<file path="src/rtl/move_seq_packer.sv">
// move_seq_packer
//    Packs single 4-bit move codes into a MAX_MOVES-slot sequence bus. The
//    bus is handed to the consumer with a valid/taken handshake. The first
//    accepted move ends up in the highest occupied slot, and the newest move
//    sits in [3:0].
//
// Optional feature macro: MOVE_CANCEL_EN
//    When defined, a move that is the inverse of the newest slot (same face
//    bits [3:1], different bit 0) pops that slot instead of appending.
//
// Ports
//    clock_25mhz  in   system clock
//    reset        in   synchronous, active-high
//    move_in      in   [3:0] move code, legal 2..13
//    move_valid   in   move_in offered this cycle
//    move_ready   out  packer accepts a move this cycle
//    flush        in   close the current sequence and present it
//    seq_out      out  [4*MAX_MOVES-1:0] packed sequence, unused slots zero
//    num_moves    out  [7:0] number of valid slots
//    seq_valid    out  seq_out/num_moves complete and stable
//    seq_taken    in   single-cycle acknowledge from the consumer
//    bad_move     out  one-cycle pulse: illegal code offered and dropped
//    overflow     out  sticky: move_valid seen while move_ready was low
//
// state   | meaning
// --------+----------------------------------------------------
// COLLECT | accepting moves; flush or a full buffer presents
// PRESENT | sequence held on the bus until seq_taken

module move_seq_packer #(
   parameter int MAX_MOVES = 50
) (
   input  logic                   clock_25mhz,
   input  logic                   reset,
   input  logic [3:0]             move_in,
   input  logic                   move_valid,
   output logic                   move_ready,
   input  logic                   flush,
   output logic [4*MAX_MOVES-1:0] seq_out,
   output logic [7:0]             num_moves,
   output logic                   seq_valid,
   input  logic                   seq_taken,
   output logic                   bad_move,
   output logic                   overflow
);

   localparam int W = 4 * MAX_MOVES;

   typedef enum logic {
      COLLECT = 1'b0,
      PRESENT = 1'b1
   } state_t;

   state_t           state, state_next;
   logic [W-1:0]     seq_next;
   logic [7:0]       count_next;
   logic             bad_next;
   logic             ovf_next;
   logic             legal;
   logic             cancel;

   assign legal = (move_in >= 4'd2) && (move_in <= 4'd13);

`ifdef MOVE_CANCEL_EN
   // Inverse of the newest slot: same face, opposite direction bit.
   assign cancel = (num_moves != 8'd0) &&
                   (move_in[3:1] == seq_out[3:1]) &&
                   (move_in[0] != seq_out[0]);
`else
   assign cancel = 1'b0;
`endif

   always_ff @(posedge clock_25mhz) begin
      if (reset) begin
         state     <= COLLECT;
         seq_out   <= '0;
         num_moves <= 8'd0;
         bad_move  <= 1'b0;
         overflow  <= 1'b0;
      end else begin
         state     <= state_next;
         seq_out   <= seq_next;
         num_moves <= count_next;
         bad_move  <= bad_next;
         overflow  <= ovf_next;
      end
   end

   always_comb begin
      state_next = state;
      seq_next   = seq_out;
      count_next = num_moves;
      bad_next   = 1'b0;
      ovf_next   = overflow;

      case (state)
         COLLECT: begin
            if (move_valid) begin
               if (!legal) begin
                  bad_next = 1'b1;
               end else if (cancel) begin
                  seq_next   = seq_out >> 4;
                  count_next = num_moves - 8'd1;
               end else begin
                  seq_next   = {seq_out[W-5:0], move_in};
                  count_next = num_moves + 8'd1;
               end
            end
            // Both conditions look at the count after this cycle's move.
            if ((flush && count_next != 8'd0) || count_next == 8'(MAX_MOVES))
               state_next = PRESENT;
         end
         PRESENT: begin
            if (move_valid)
               ovf_next = 1'b1;
            if (seq_taken) begin
               seq_next   = '0;
               count_next = 8'd0;
               state_next = COLLECT;
            end
         end
         default: state_next = COLLECT;
      endcase
   end

   assign move_ready = (state == COLLECT);
   assign seq_valid  = (state == PRESENT);

endmodule
</file>
<file path="config.mk">
export PLATFORM = sky130hd
export DESIGN_NAME = move_seq_packer
export DESIGN_NICKNAME = d
export VERILOG_FILES = /design/src/rtl/move_seq_packer.sv
export SDC_FILE = /design/constraint.sdc
export NUM_CORES = 1
export LEC_CHECK = 0
export CAP_MARGIN = 20
export CORE_MARGIN = 2
export CORE_UTILIZATION = 60
export DETAILED_ROUTE_END_ITERATION = 12
export DONT_BUFFER_PORTS = 1
export GPL_TIMING_DRIVEN = 1
export PLACE_DENSITY = 0.77
export RECOVER_POWER = 100
export SLEW_MARGIN = 20
export SYNTH_ARGS = -nofsm -noshare
export SYNTH_HDL_FRONTEND = slang
export SYNTH_SLANG_ARGS = --single-unit
</file>
<file path="constraint.sdc">
create_clock -name clock_25mhz -period 5.7 [get_ports clock_25mhz]
set_clock_uncertainty 0.1 [all_clocks]
set_input_delay 1.425 -clock clock_25mhz [delete_from_list [all_inputs] [get_ports clock_25mhz]]
set_output_delay 1.425 -clock clock_25mhz [all_outputs]
set_load 0.01 [all_outputs]
</file>
==> impl_metrics.py, run 1 <==
metrics = {
    "clock_tree": {
        "ctsResizeCount": 0,
        "htreeDepth": 1,
        "cts_hold_buffers": 0,
        "clock_path_buffers": 3,
        "path_clk_slew_ns": 0.06,
        "cts_tree": "built",
        "cts_setup_buffers": 0,
        "clock-sinks": 211,
        "root_buffer": "clkbuf_16",
        "clk_latency_ns": 0.47,
        "cts_buffers": 21,
    },
    "synthesis": {
        "synth-edff-count": 0,
        "syn_inst": 728,
        "avgSynthCellArea_um2": 9.82,
        "synthArstFlopShare": 0,
        "synth_seq_cells": 211,
        "yosysSeqAreaShare": 0.591,
        "yosysWarnings": 0,
        "synth.net_count": 738,
        "syn-cell-area_um2": 7150,
        "ys.flop_type": "dfxtp_1",
        "synth_cell_types": 40,
    },
    "final_layout": {
        "post-route-util": 0.674,
        "regArea_um2": 4220,
        "area_growth_pct": 8.63,
        "layout_commonest_cell": "dfxtp_1",
        "stdcell_count": 845,
        "antenna_cells": 0,
        "layout_common_cells": "dfxtp_1 (211), nor2_1 (187), a22oi_1 (177), a22o_1 (26), clkbuf_16 (21)",
        "fill_cells": 871,
        "drive_gt1_frac": 0.0584,
        "nNetsFinal": 700,
        "multi_input_area_um2": 2640,
    },
    "timing": {
        "hold_viol": 0,
        "setup_tns_ns": 0,
        "rsz0062_at_grt": "false",
        "maxSlewViolCount": 215,
        "min_period_over_period": 0.733,
        "setup_violations": 0,
        "fin_crit_ns": 4.18,
        "fmax_mhz": 239,
        "max_slew_margin": -0.433,
        "worst_slack_ns": 1.52,
        "tightest_slew_ns": 2.15,
    },
    "die": {
        "rows": 39,
        "die_h_um": 113,
        "dieArea_um2": 12800,
        "num_io_pins": 221,
        "die_x_um": 113,
        "initial_core_util": 0.620,
        "core_um2": 11500,
    },
    "global_route": {
        "track_usage": 0.230,
        "grt_pass1_wl_um": 24900,
        "grt_pass1_vias": 4864,
        "grt_start_max_net_pins": 189,
        "grt_remaining_overflow": 0,
        "antenna_found_initial": 0,
    },
    "worst_setup_path": {
        "cp_data_arrival_time_ns": 4.47,
        "worstPathRequired_ns": 5.99,
        "worstPathMaxFanout": 114,
        "worstSetupStartpointType": "input pin",
        "cp-end-kind": "register",
        "worstSetupPathType": "in2reg",
    },
    "drt": {
        "drt-total-wl_um": 15800,
        "topRoutingLayerUsed": "met4",
        "vias_per_cell": 6.36,
        "ant_nets": 0,
        "drtIter0Drc": 576,
        "wl_met2_um": 7290,
        "vias": 5373,
        "met1_length_um": 6370,
        "wl_per_cell_um": 18.7,
        "drt_first_pass_iters": 10,
        "drc": 16,
        "met3_length_um": 1770,
    },
    "run_status": {
        "violations": "design-rule violations, max-capacitance violations, max-slew violations",
        "status": "complete, but fails checks",
    },
    "place": {
        "place_ws_ns": 1.99,
        "routabilityCongestion": 0.890,
        "post-place-cells": 810,
        "dpl.hpwl_um": 9940,
        "io_buffers": 0,
    },
    "pwr": {
        "ir_drop_mv": 0.286,
        "leakagePower_nw": 2.73,
        "power_density_nw_per_um2": 379,
        "finalPower_mw": 2.94,
    },
    "run": {
        "maxCapViolations": 2,
    },
    "worst_hold_path": {
        "hold_class": "reg2reg",
    },
}
[per-layer routing]
metal  track usage  up-vias
met5             0        -
met4        0.0691        0
met3        0.0937       35
met2         0.360      240
met1         0.294     2539
li1              -     2559
[path summary, 6_finish.rpt]
kind	slack [ns]	cells after the start	end	start
max	1.52	7	seq_out[36]	move_in[3]
min	0.47	1	seq_out[150]	seq_out[146]
max reg2reg	2.37	5	seq_out[36]	seq_valid
min reg2reg	0.47	1	seq_out[150]	seq_out[146]
[sequential cells by signal, summed over array words and instances (netlist names)]
register	cells
seq_valid	1
bad_move	1
num_moves	8
seq_out	200
overflow	1
[through the flow]
stage,instance area [um^2],hold slack [ns]
after CTS,7790,0.474
after floorplan,7150,0.402
after detailed placement,7110,0.460
after global placement,7110,0.453
after global routing,7760,0.501
final,7760,0.471
[report_power, final]
group / switching (mW) / internal, mW
registers: 0.0133 / 1.48
logic: 0.104 / 0.0208
clock network: 0.516 / 0.807
total: 0.634 / 2.31
[layout make-up]
type / count / area share
Clock buffer: 30 / 0.0811
Clock inverter: 5 / 0.00645
Inverter: 1 / 0.000484
Multi-Input combinational cell: 449 / 0.340
Sequential cell: 211 / 0.544
Tap cell: 143 / 0.0230
Timing Repair Buffer: 6 / 0.00467
[synthesized netlist by cell type (2+ instances only)]
| master | number | area (um^2) |
|---|---|---|
| a21oi_1 | 4 | 20.0 |
| a22o_1 | 26 | 228 |
| a22oi_1 | 177 | 1330 |
| a311oi_1 | 3 | 26.3 |
| a31oi_1 | 2 | 12.5 |
| buf_1 | 2 | 7.51 |
| buf_2 | 17 | 85.1 |
| clkbuf_1 | 47 | 176 |
| dfxtp_1 | 211 | 4220 |
| nand2_1 | 8 | 30.0 |
| nand3_1 | 8 | 40.0 |
| nor2_1 | 187 | 702 |
| nor3_1 | 5 | 25.0 |
| nor4_1 | 3 | 18.8 |
| o21ai_0 | 2 | 10.0 |
| o21ai_1 | 2 | 10.0 |
[worst max-delay path: stages]
cell and delay, ns:
or3_1 0.44, nand3_1 0.28, nor2_1 0.16, a21oi_4 0.16
clkbuf_2 1.51, a22oi_1 0.19, nor2_1 0.20
[cell families after synthesis]
group           count (synthesis)  synth area share
mux                             1           0.00140
simple gates                  223             0.127
compound gates                222             0.236
xor+xnor                        2           0.00245
fa+ha+maj                       1           0.00175
flops                         211             0.591
buf+inv                        68            0.0397
Power figures use the tool's default switching activity.
==> run 2: changes to the inputs <==
CORE_UTILIZATION = 56   (was 60)
PLACE_DENSITY = 0.75   (was 0.77)
clock period = 3.64 ns   (was 5.7 ns; I/O delays follow)
==> impl_metrics.py, run 2 (same netlist as run 1, synthesis figures left out) <==
metrics = {
    "worst_setup_path": {
        "cp_data_arrival_time_ns": 3.31,
        "slowest_delay_ns": 0.89,
        "worstSetupStartpointType": "input pin",
        "cp-end-kind": "register",
        "worstSetupPathType": "in2reg",
        "r2r_end": "seq_valid",
        "cp.depth": 7,
        "rrSetupSlack_ns": 0.85,
        "crit_chain": "or3_4, nand3_1, nor2_4, a21oi_1, clkbuf_4, a22oi_1, nor2_1",
        "critPathTopFamily": "simple AND/OR/NAND/NOR gates",
        "worstPathRequired_ns": 3.95,
        "cp_slowest_cell": "clkbuf_4",
        "rr_worst_depth": 7,
        "worstPathMaxFanout": 101,
        "r2r_start": "num_moves[1]",
        "path_buf_inv": 1,
    },
    "place": {
        "io_buffers": 0,
        "place_ws_ns": 0.720,
        "post-place-cells": 838,
        "post_dp_cell_area_um2": 7180,
        "routabilityCongestion": 0.789,
        "dpl.hpwl_um": 10100,
    },
    "timing": {
        "max_slew_margin": 0.284,
        "setup_tns_ns": 0,
        "hold_viol": 0,
        "rsz0062_at_grt": "false",
        "tightest_slew_ns": 1.07,
        "setup_violations": 0,
        "holdWs_ns": 0.393,
        "fmax_mhz": 333,
        "worst_slack_ns": 0.640,
        "fin_crit_ns": 3.00,
        "min_period_over_period": 0.824,
        "maxSlewViolCount": 0,
    },
    "drt": {
        "drtIter0Drc": 576,
        "drt-total-wl_um": 16500,
        "ant_nets": 0,
        "drc": 0,
        "vias": 5450,
        "vias_per_cell": 6.23,
        "wl_per_cell_um": 18.9,
        "drt_first_pass_iters": 6,
    },
    "clock_tree": {
        "clock-sinks": 211,
        "cts_setup_buffers": 0,
        "path_clk_slew_ns": 0.06,
        "ctsResizeCount": 0,
        "cts_tree": "built",
        "cts_buffers": 21,
        "clock_path_buffers": 3,
        "htreeDepth": 1,
        "cts_hold_buffers": 0,
        "root_buffer": "clkbuf_16",
        "clk_latency_ns": 0.48,
    },
    "final_layout": {
        "nNetsFinal": 699,
        "drive_gt1_frac": 0.0598,
        "fin_area_um2": 7820,
        "layout_commonest_cell": "dfxtp_1",
        "area_growth_pct": 9.37,
        "largest_reg_flops": 200,
        "reg_top3": "seq_out: 200 flops, num_moves: 8 flops",
        "layout_common_cells": "dfxtp_1 (211), nor2_1 (186), a22oi_1 (177), a22o_1 (26), clkbuf_16 (21)",
        "fill_cells": 1056,
        "stdcell_count": 875,
        "largest-register": "seq_out",
        "post-route-util": 0.624,
    },
    "run_status": {
        "status": "finished, final reports clean",
    },
    "worst_hold_path": {
        "holdCritStartpoint": "reset",
        "min_to": "seq_out[173]",
        "holdPathStages": 1,
        "hold_class": "in2reg",
    },
    "global_route": {
        "track_usage": 0.220,
        "grt_pass1_vias": 4928,
        "grt_pass1_wl_um": 24900,
        "antenna_found_initial": 1,
        "grt_remaining_overflow": 0,
        "grt_start_max_net_pins": 189,
    },
    "die": {
        "dieArea_um2": 13700,
        "rows": 41,
        "die_h_um": 117,
        "core_um2": 12500,
        "num_io_pins": 221,
        "die_x_um": 117,
        "initial_core_util": 0.571,
    },
    "pwr": {
        "finalPower_mw": 4.60,
        "ir_drop_mv": 0.335,
        "leakagePower_nw": 2.72,
        "power_density_nw_per_um2": 589,
    },
    "run": {
        "maxCapViolations": 0,
    },
}
==> run 2: worst max path at each step <==
stage / from / end / slack [ns]
after floorplan: move_in[3] / seq_valid / 0.79
after global placement: move_in[3] / seq_valid / 0.83
after detailed placement: move_in[3] / seq_valid / 0.72
after CTS: num_moves[1] / seq_valid / 0.96
after global routing: move_in[3] / seq_out[54] / 0.46
final: move_in[3] / seq_out[62] / 0.64
==> run 2: final cells by class <==
cell class / instances / area (um^2) / share of cell area
Tap cell: 172 / 215 / 0.0275
Clock inverter: 11 / 114 / 0.0146
Sequential cell: 211 / 4220 / 0.541
Timing Repair Buffer: 5 / 58.8 / 0.00752
Clock buffer: 25 / 551 / 0.0704
Antenna cell: 1 / 2.50 / 0.000320
Multi-Input combinational cell: 449 / 2650 / 0.339
Inverter: 1 / 3.75 / 0.000480
==> run 2: per-layer routing <==
| metal | up-vias | track usage | wire length (um) | part of all wire |
|---|---|---|---|---|
| met5 | - | 0 | 0 | 0 |
| met4 | 0 | 0.0706 | 274 | 0.017 |
| met3 | 30 | 0.0947 | 1900 | 0.12 |
| met2 | 249 | 0.348 | 7820 | 0.47 |
| met1 | 2616 | 0.274 | 6500 | 0.39 |
| li1 | 2555 | - | - | - |
==> run 2: power by group <==
group	internal, mW	switching [mW]
Sequential	2.32	0.0208
Clock	1.22	0.834
Combinational	0.0398	0.167
Total	3.58	1.02
